==> src/rtl/bus_slave_regs.sv <==
// Bus slave register block: six R/W registers, a transaction counter and a cycle
// counter, answering to one slave index with a fixed number of wait states.
module bus_slave_regs #(
  parameter logic [2:0]  SLAVE_INDEX = 3'd2,
  parameter int unsigned WAIT_CYCLES = 2
) (
  input  logic        clk,
  input  logic        reset,
  input  logic [29:0] sAddr,
  input  logic        sAs_,
  input  logic        sRW,
  input  logic [31:0] sWrData,
  output logic [31:0] sRdData,
  output logic        sRdy_,
  output logic [31:0] CtrlOut
);

  typedef enum logic [1:0] {IDLE, WAIT, READY} state_t;

  localparam logic [3:0] WAIT_LOAD = (WAIT_CYCLES == 0) ? 4'd0 : 4'(WAIT_CYCLES - 1);

  state_t      state_q, state_d;
  logic [3:0]  wcnt_q, wcnt_d;
  logic [2:0]  addr_q, addr_d;
  logic        rw_q, rw_d;
  logic [31:0] wdata_q, wdata_d;
  logic [31:0] regs_q [6];
  logic [31:0] regs_d [6];
  logic [31:0] txn_q, txn_d;
  logic [31:0] cyc_q, cyc_d;
  logic [31:0] rd_q, rd_d;
  logic        rdy_n_q, rdy_n_d;

  logic        accept;
  logic        enter_ready;
  logic [2:0]  ent_addr;
  logic        ent_rw;
  logic [31:0] ent_wdata;
  logic [31:0] rd_mux;

  // Only the slave-index and register-select bits of the address are decoded.
  logic unused_addr_bits;
  assign unused_addr_bits = ^sAddr[26:3];

  always_comb begin
    state_d     = state_q;
    wcnt_d      = wcnt_q;
    addr_d      = addr_q;
    rw_d        = rw_q;
    wdata_d     = wdata_q;
    regs_d      = regs_q;
    txn_d       = txn_q;
    cyc_d       = cyc_q + 32'd1;
    rd_d        = rd_q;
    rdy_n_d     = rdy_n_q;
    enter_ready = 1'b0;

    accept = (state_q == IDLE) && !sAs_ && (sAddr[29:27] == SLAVE_INDEX);

    // With zero wait states READY is entered straight from IDLE, before the
    // latched copies exist, so the live bus values are used on that path.
    ent_addr  = (state_q == IDLE) ? sAddr[2:0] : addr_q;
    ent_rw    = (state_q == IDLE) ? sRW        : rw_q;
    ent_wdata = (state_q == IDLE) ? sWrData    : wdata_q;

    case (ent_addr)
      3'd0:    rd_mux = regs_q[0];
      3'd1:    rd_mux = regs_q[1];
      3'd2:    rd_mux = regs_q[2];
      3'd3:    rd_mux = regs_q[3];
      3'd4:    rd_mux = regs_q[4];
      3'd5:    rd_mux = regs_q[5];
      3'd6:    rd_mux = txn_q;
      default: rd_mux = cyc_q;
    endcase

    case (state_q)
      IDLE: begin
        if (accept) begin
          addr_d  = sAddr[2:0];
          rw_d    = sRW;
          wdata_d = sWrData;
          if (WAIT_CYCLES == 0) begin
            state_d     = READY;
            enter_ready = 1'b1;
          end else begin
            state_d = WAIT;
            wcnt_d  = WAIT_LOAD;
          end
        end
      end
      WAIT: begin
        if (wcnt_q == 4'd0) begin
          state_d     = READY;
          enter_ready = 1'b1;
        end else begin
          wcnt_d = wcnt_q - 4'd1;
        end
      end
      READY: begin
        state_d = IDLE;
        rdy_n_d = 1'b1;
        rd_d    = '0;
        txn_d   = txn_q + 32'd1;
      end
      default: state_d = IDLE;
    endcase

    if (enter_ready) begin
      rdy_n_d = 1'b0;
      rd_d    = ent_rw ? rd_mux : 32'd0;
      for (int i = 0; i < 6; i++) begin
        if (!ent_rw && ent_addr == 3'(i)) regs_d[i] = ent_wdata;
      end
    end
  end

  always_ff @(posedge clk or posedge reset) begin
    if (reset) begin
      state_q <= IDLE;
      wcnt_q  <= '0;
      addr_q  <= '0;
      rw_q    <= 1'b0;
      wdata_q <= '0;
      for (int i = 0; i < 6; i++) regs_q[i] <= '0;
      txn_q   <= '0;
      cyc_q   <= '0;
      rd_q    <= '0;
      rdy_n_q <= 1'b1;
    end else begin
      state_q <= state_d;
      wcnt_q  <= wcnt_d;
      addr_q  <= addr_d;
      rw_q    <= rw_d;
      wdata_q <= wdata_d;
      regs_q  <= regs_d;
      txn_q   <= txn_d;
      cyc_q   <= cyc_d;
      rd_q    <= rd_d;
      rdy_n_q <= rdy_n_d;
    end
  end

  assign sRdData = rd_q;
  assign sRdy_   = rdy_n_q;
  assign CtrlOut = regs_q[0];

endmodule

==> config.mk <==
export PLATFORM = sky130hd
export DESIGN_NAME = bus_slave_regs
export DESIGN_NICKNAME = d
export VERILOG_FILES = /design/src/rtl/bus_slave_regs.sv
export SDC_FILE = /design/constraint.sdc
export NUM_CORES = 1
export LEC_CHECK = 0
export CAP_MARGIN = 15
export CORE_ASPECT_RATIO = 0.7
export CORE_MARGIN = 4
export CORE_UTILIZATION = 58
export DETAILED_ROUTE_END_ITERATION = 7
export HOLD_SLACK_MARGIN = 0.15
export PLACE_DENSITY = 0.8
export SETUP_SLACK_MARGIN = 0.5
export SLEW_MARGIN = 10
export SYNTH_ARGS = -nofsm -noshare
export SYNTH_HDL_FRONTEND = slang
export SYNTH_SLANG_ARGS = --single-unit
==> constraint.sdc <==
create_clock -name clk -period 15.7 [get_ports clk]
set_input_delay 3.14 -clock clk [delete_from_list [all_inputs] [get_ports clk]]
set_output_delay 3.14 -clock clk [all_outputs]
set_load 0.02 [all_outputs]
Word level (Yosys, flattened, before mapping):

Index checks and enable logic that the tools add are counted.

* reduce and logical (&&, ||, !) cells: 24
* eq/ne operators: 12
* add/subtract/negate cells: 3
* mux-type cells: 17

Operators with widths (number)
* case mux 32 bit (7 select lines): 1
* two-way mux 32 bit: 4
* adder 32 x 1 -> 32 bit (second input constant): 2
* AND reduction 2 bit: 8
* equality test 3 x 2 -> 1 bit (second input constant): 3
* equality test 3 bit (second input constant): 3
* logical AND 1 bit: 8
* two-way mux 4 bit: 2
* case mux 4 bit (2 select lines): 1
* inequality test 2 bit (second input constant): 3
* two-way mux 1 bit: 5
* logical NOT 4 bit: 1
* two-way mux 2 bit: 2
* case mux 2 bit (2 select lines): 1
* nonzero test 2 bit: 2
* subtractor 4 x 1 -> 4 bit (second input constant): 1
* equality test 3 x 1 -> 1 bit (second input constant): 1
* logical NOT 3 bit: 1
* two-way mux 3 bit: 1
* AND reduction 3 bit: 1
* equality test 2 x 1 -> 1 bit (second input constant): 1
* equality test 2 bit (second input constant): 1
* logical NOT 1 bit: 2
* logical NOT 2 bit: 1

* register bits after elaboration: 331
* output and inout bits: 65
* bits of input ports: 66

Logic depth before layout (Yosys ltp):

Gate-level depths: netlist (run 1).

* depth in word-level cells: 6
* mapped depth: 10

Worst setup path before layout (run 1):

Ideal clock, no wire load.

* path type: in2reg
* start point: in sAddr[1]
* end point: reg rd_q[14], in the netlist sRdData[14]
* setup time: 0.087 ns
* required time: 15.613 ns
* path slack: 10.731 ns
* path buffers: 2
* stages on the path: 7
* arrival: 4.882 ns
* cell sequence: clkbuf_1 > or4b_2 > o21ai_1 > buf_2 > a221oi_1 > a211o_1 > o211ai_1

* cells in the longest elaborated chain, start to end: 5
* elaborated cells on any way between the ends: 11
* those cells by class: eq/ne (6); mux (4); reduce/logical (1)

RTL lines
* start, declared: line 9 `input logic [29:0] sAddr,`
* two-way mux 3 bit *: line 62 `ent_addr = (state_q == IDLE) ? sAddr[2:0] : addr_q;`
* equality test 3 bit (tied with other cells): line 66 `case (ent_addr)`
* case mux 32 bit (7 select lines) *: line 66
* two-way mux 32 bit *: line 111 `rd_d = ent_rw ? rd_mux : 32'd0;`
* two-way mux 32 bit *: line 109 `if (enter_ready) begin`
* end signal, assigned: line 139 `rd_q <= rd_d;`
* end, declared: line 31 `logic [31:0] rd_q, rd_d;`

Mark *: on every way between the ends. The rest lies on a longest branch, timed or not.
A chain may end at the register's enable or synchronous reset.

Worst setup path after layout (run 1):

* start point: in sAddr[2]
* end point: reg regs_q[32] (netlist bit)

* cells in the longest elaborated chain, start to end: 4

RTL lines
* two-way mux 3 bit: line 62
* equality test 3 bit: line 113 `if (!ent_rw && ent_addr == 3'(i)) regs_d[i] = ent_wdata;`
* logical AND 1 bit: line 113
* AND reduction 2 bit (no source line)
* end signal, assigned: line 136 `regs_q <= regs_d;`
* end, declared: line 27 `logic [31:0] regs_q [6];`

Every way passes these cells.

==> results of run 1 <==
[worst reg2reg max path, stage by stage (launching register included)]
cell	delay (ns)
dfrtp_1	0.86
or3b_2	0.51
nand2_1	0.71
buf_4	0.52
nor3_4	0.99
buf_4	0.57
nor2_1	0.10
a21oi_1	0.14
[final cells by class]
| type | instances | area, µm² | area share [%] |
|---|---|---|---|
| well taps | 331 | 414 | 2.38 |
| multi-input cells | 1015 | 6310 | 36.3 |
| clock buffers | 45 | 908 | 5.22 |
| inverters | 10 | 45.0 | 0.259 |
| repair buffers | 133 | 1280 | 7.35 |
| flip-flops and latches | 331 | 8280 | 47.6 |
| clock inverters | 12 | 166 | 0.956 |
[stage by stage]
stage / std cells / area (µm²) / hold WS, ns / worst slack, ns / total power (µW)
4_1_cts: 1874 / 17400 / 0.486 / 9.05 / 3100
2_1_floorplan: 1487 / 15200 / 0.440 / 3.39 / 1930
6_report: 1877 / 17400 / 0.485 / 8.94 / 3130
3_5_place_dp: 1817 / 16300 / 0.472 / 8.51 / 2310
3_3_place_gp: 1817 / 16300 / 0.460 / 8.56 / 2260
5_1_grt: 1877 / 17400 / 0.505 / 8.78 / 3270
[logic make-up after synthesis]
logic type,share of synthesized area (%)
multiplexers,5.64
adder cells (fa/ha/maj),0.330
AO/OA/AOI/OAI,17.6
AND/OR/NAND/NOR,13.8
XOR/XNOR,3.64
buffers and inverters,4.43
flip-flops,54.6
[per-layer routing]
layer  vias up  part of all wire [%]  GRT usage, %
li1       5325                     -             -
met2       642                    43          44.1
met4         0                   2.3          7.76
met5         -                     0             0
met3        78                    12          7.44
met1      5922                    43          44.1
[how the worst max path moves through the flow]
stage,startpoint,endpoint,slack [ns],depth (start not counted)
3_3_place_gp,sAddr[2],regs_q[55],8.56,8
2_1_floorplan,reset,CtrlOut[0],3.39,1
6_report,sAddr[2],regs_q[32],8.94,8
4_1_cts,sAddr[2],regs_q[32],9.05,8
3_5_place_dp,sAddr[2],regs_q[55],8.51,8
5_1_grt,sAddr[2],regs_q[44],8.78,8
[placed cells by master (no fill, tap or decap), drive strengths merged, types with 25 or more instances in the layout]
master / instances
o21a: 26
a21oi: 151
mux2: 44
nor2: 150
clkdlybuf4s50: 106
clkbuf: 45
xnor2: 49
nand2b: 25
dfrtp: 330
nand2: 128
o21ai: 113
mux2i: 36
buf: 27
nand3: 55
o211ai: 30
[sequential cells by signal, summed over array words and instances (netlist names)]
| name | cells |
|---|---|
| regs_q | 160 |
| CtrlOut | 32 |
| sRdy_ | 1 |
| wdata_q | 32 |
| addr_q | 3 |
| sRdData | 32 |
| state_q | 2 |
| wcnt_q | 4 |
| cyc_q | 32 |
| txn_q | 32 |
| rw_q | 1 |
[power groups by stage]
stage | clock network (µW) | registers (µW) | logic (µW)
floorplan | 0 | 1290 | 639
global placement | 0 | 1290 | 969
detailed placement | 0 | 1310 | 999
CTS | 797 | 1300 | 1000
global route | 833 | 1340 | 1100
finish | 792 | 1310 | 1030
==> impl_metrics.ini, run 1 <==
[status]
status = complete, no violations

[drt]
drc_errors = 0
vias = 11967
wl_per_cell_um = 23.0
vias_per_cell = 6.38
drtIter0Drc = 1414
wirelength_um = 43200
ant_nets = 0
dr.pass1.iters = 5

[setup_path]
critPathKind = primary input to flop
cpLargestDelayFamily = simple AND/OR/NAND/NOR gates
crit_buf_inv = 3
crit_top_cell = buf_4
rrSetupSlack_ns = 11.23
cpMaxStageDelayCell = nand2_1
reg2reg_to = regs_q[132]
rr_worst_depth = 7
r2r-start = state_q[1]
critical-path-max-stage-delay_ns = 0.83
path_max_fanout = 44
worstSetupStartpointType = primary input
crit_chain = clkdlybuf4s50_1 -> or3b_2 -> nand2_1 -> buf_4 -> and4_2 -> buf_4 -> nor2_1 -> a21oi_1
worstSetupEndpointType = flop
arrival_ns = 7.23
worstPathRequired_ns = 16.17

[power]
p_sw_share_pct = 36.9
powerDensity_mw_per_mm2 = 180
p_comb_share_pct = 32.9
p_seq_share_pct = 41.7
p_leak_uw = 0.00768
p_clk_share_pct = 25.3
vdd_ir_drop_max_v = 0.000104
p_switching_uw = 1150
internal-power_uw = 1970

[global_route]
overflow = 0
grt_pass1_wl_um = 67500
grt_max_degree = 112
antenna_found_initial = 0
grt_usage_pct = 29.6
grt_pass1_vias = 11684

[logic_synthesis]
ys_seq_elements = 331
ys_top_cells_by_count = dfrtp_1, a21oi_1, nor2_1, nand2_1, o21ai_0
synth_edf_count = 0
syn_area_mm2 = 0.0152
yosysWarnings = 0
yosysMostFrequentCell = dfrtp_1
synth_top_area_share_pct = 54.4
synth_cell_types = 53
synth_ff_type = dfrtp_1
synth_cells = 1487
avgSynthCellArea_um2 = 10.2
ys_async_sr_fraction_pct = 100
seq_area_frac_synth_pct = 54.6
synthTopCellsByArea = dfrtp_1, a21oi_1, nor2_1
synth.net_count = 1557
synth_top_area_cell = dfrtp_1

[min_path]
hold_end = regs_q[73]
hp-class = flop to flop
min_path_cells = 2
hp-start = regs_q[73]

[floorplanning]
core_area_mm2 = 0.0257
initial_core_util_pct = 58.9
core.rowCount = 49
dieArea_mm2 = 0.0289
die_y_um = 143
fp.dieW_um = 201
io_pins = 131

[placement]
io_buffers = 106
dpl.hpwl_um = 26700
place.gp.congestion = 0.872

[timing]
slew_viol_final = 0
maxSlewHeadroom_pct = 22.0
hold_violations = 0
period_share_pct = 43.1
fin_skew_ns = 0.0176
tns_ns = 0
min_period_ns = 6.76
clock.fmax_mhz = 148
finalSetupViolCount = 0
tightest_slew_ns = 1.17
rsz0062_at_grt = false

[cells_and_area]
nFillCells = 1931
drive_above_1_share_pct = 9.77
utilization_pct = 67.6
layout.nets = 1592
syn_to_final_growth_pct = 14.7
antennaDiodeCount = 0

[cts]
cts-htree-levels = 1
cts.sink_count = 331
post_cts_buffers = 0
clockBufferDepth = 3
cts_resized = 0
path_clk_slew_ns = 0.06
cts_tree = built
clk_latency_ns = 0.57
numCtsBuffers = 31
root_buffer = clkbuf_16
ctsHoldBuffers = 0

[flow_run]
drv_cap = 0
Power figures use the tool's default switching activity.
==> run 2: changes to the inputs <==
CORE_UTILIZATION = 52   (was 58)
PLACE_DENSITY = 0.76   (was 0.8)
clock period = 6 ns   (was 15.7 ns; I/O delays follow)
==> run 2 against run 1 <==
Wire length down 0.28%; core utilization decreased by 6.7 points; clock skew grew 0.0013 ns; critical path depth down 2; via count is 0.22% lower; sequential power rose to 2.6 times the previous value; register-to-register slack got worse by 9.1 ns; largest power group unchanged; global-route usage is 2.6 points lower; die area is 11% higher.
==> impl_metrics.ini, run 2 (same netlist as run 1, synthesis figures left out) <==
[status]
status = complete, no violations

[floorplanning]
die_y_um = 151
io_pins = 131
dieArea_mm2 = 0.0320
core.rowCount = 52
initial_core_util_pct = 52.7
fp.dieW_um = 212
core_area_mm2 = 0.0288

[power]
vdd_ir_drop_max_v = 0.000224
p_total_uw = 8190
p_switching_uw = 3010
p_comb_share_pct = 32.7
p_leak_uw = 0.00773
p_clk_share_pct = 25.6
internal-power_uw = 5180
p_seq_share_pct = 41.7
p_sw_share_pct = 36.8
powerDensity_mw_per_mm2 = 467

[timing]
rsz0062_at_grt = false
slew_viol_final = 0
clock.fmax_mhz = 257
tns_ns = 0
tightest_slew_ns = 1.26
hold_violations = 0
maxSlewHeadroom_pct = 16.1
setup_slack_ns = 2.11
fin_skew_ns = 0.0189
period_share_pct = 64.8
min_period_ns = 3.89
finalSetupViolCount = 0

[cells_and_area]
antennaDiodeCount = 0
largest_reg_flops = 160
final_common_cell = dfrtp_1
syn_to_final_growth_pct = 15.6
nFillCells = 2388
most-common-layout-cells = dfrtp_1, a21oi_1, nor2_1, nand2_1, o21ai_0
drive_above_1_share_pct = 9.98
largest_register = regs_q
layout.nets = 1603

[cts]
cts_tree = built
clockBufferDepth = 3
post_cts_buffers = 0
path_clk_slew_ns = 0.06
cts.sink_count = 331
numCtsBuffers = 34
cts-htree-levels = 2
clk_latency_ns = 0.53
root_buffer = clkbuf_16
ctsHoldBuffers = 0
cts_resized = 0

[setup_path]
rr_worst_depth = 6
worstSetupEndpointType = flop
critical-path-max-stage-delay_ns = 1.01
crit_chain = nor2_4 -> mux2i_2 -> and4_2 -> buf_4 -> nor2_1 -> a21oi_1
rrSetupSlack_ns = 2.11
arrival_ns = 4.32
path_max_fanout = 37
cpMaxStageDelayCell = and4_2
reg2reg_to = regs_q[45]
worstSetupStartpointType = flop
r2r-start = state_q[1]
critPathKind = flop to flop
worstPathRequired_ns = 6.43

[drt]
vias_per_cell = 6.18
wirelength_um = 43100
ant_nets = 0
drc_errors = 0
dr.pass1.iters = 8
vias = 11941
drtIter0Drc = 1573
wl_per_cell_um = 22.3

[global_route]
grt_max_degree = 172
overflow = 0
grt_pass1_vias = 11495
antenna_found_initial = 0
grt_usage_pct = 27.0
grt_pass1_wl_um = 67200

[placement]
io_buffers = 106
place.gp.congestion = 0.878
dpl.hpwl_um = 27500
pre_cts_ws_ns = 1.75

[min_path]
hold_end = cyc_q[31]
min_path_cells = 1
hp-start = cyc_q[31]
hp-class = flop to flop

[flow_run]
drv_cap = 0
run 2: critical path, delay by kind of cell (launching register included):
kind	cells	cell delay (ns)
and+or+nand+nor	3	1.85
AOI/OAI and AO/OA	1	0.12
DFF	1	0.65
muxes	1	0.81
buffers and inverters	1	0.36
run 2: layer usage:
metal,share of wire (%),track usage [%],up-vias
met2,43,39.4,545
met4,2.1,6.80,0
met3,10,6.02,76
met5,0,0,-
met1,45,41.2,5980
li1,-,-,5340
run 2: worst max path at each step:
stage          slack (ns)       start     endpoint
3_5_place_dp         1.75    sAddr[2]  sRdData[23]
3_3_place_gp         1.83    sAddr[0]  sRdData[29]
5_1_grt              1.94  state_q[1]   regs_q[45]
4_1_cts              2.21  state_q[1]   regs_q[45]
2_1_floorplan        0.38       reset   CtrlOut[0]
6_report             2.11  state_q[1]   regs_q[45]
run 2: layout make-up:
class / instances / area (µm²) / area share, %
Clock buffer: 51 / 1040 / 5.90
Clock inverter: 5 / 53.8 / 0.307
Inverter: 10 / 41.3 / 0.235
Multi-Input combinational cell: 1015 / 6300 / 35.9
Sequential cell: 331 / 8280 / 47.2
Tap cell: 378 / 473 / 2.69
Timing Repair Buffer: 141 / 1360 / 7.76
run 2: through the flow:
step / util, % / hold slack (ns) / cell area (µm²) / std cells
5_1_grt: 60.9 / 0.498 / 17600 / 1931
3_5_place_dp: 57.0 / 0.463 / 16400 / 1873
2_1_floorplan: - / 0.440 / 15200 / 1487
3_3_place_gp: 57.0 / 0.459 / 16400 / 1873
6_report: 60.9 / 0.470 / 17600 / 1931
4_1_cts: 60.8 / 0.471 / 17500 / 1929
run 2: power by group through the flow:
stage	logic, µW	clock network (µW)	registers [µW]
2_1_floorplan	1670	0	3370
3_3_place_gp	2560	0	3400
3_5_place_dp	2630	0	3430
4_1_cts	2640	2130	3400
5_1_grt	2900	2220	3490
6_report	2680	2100	3410
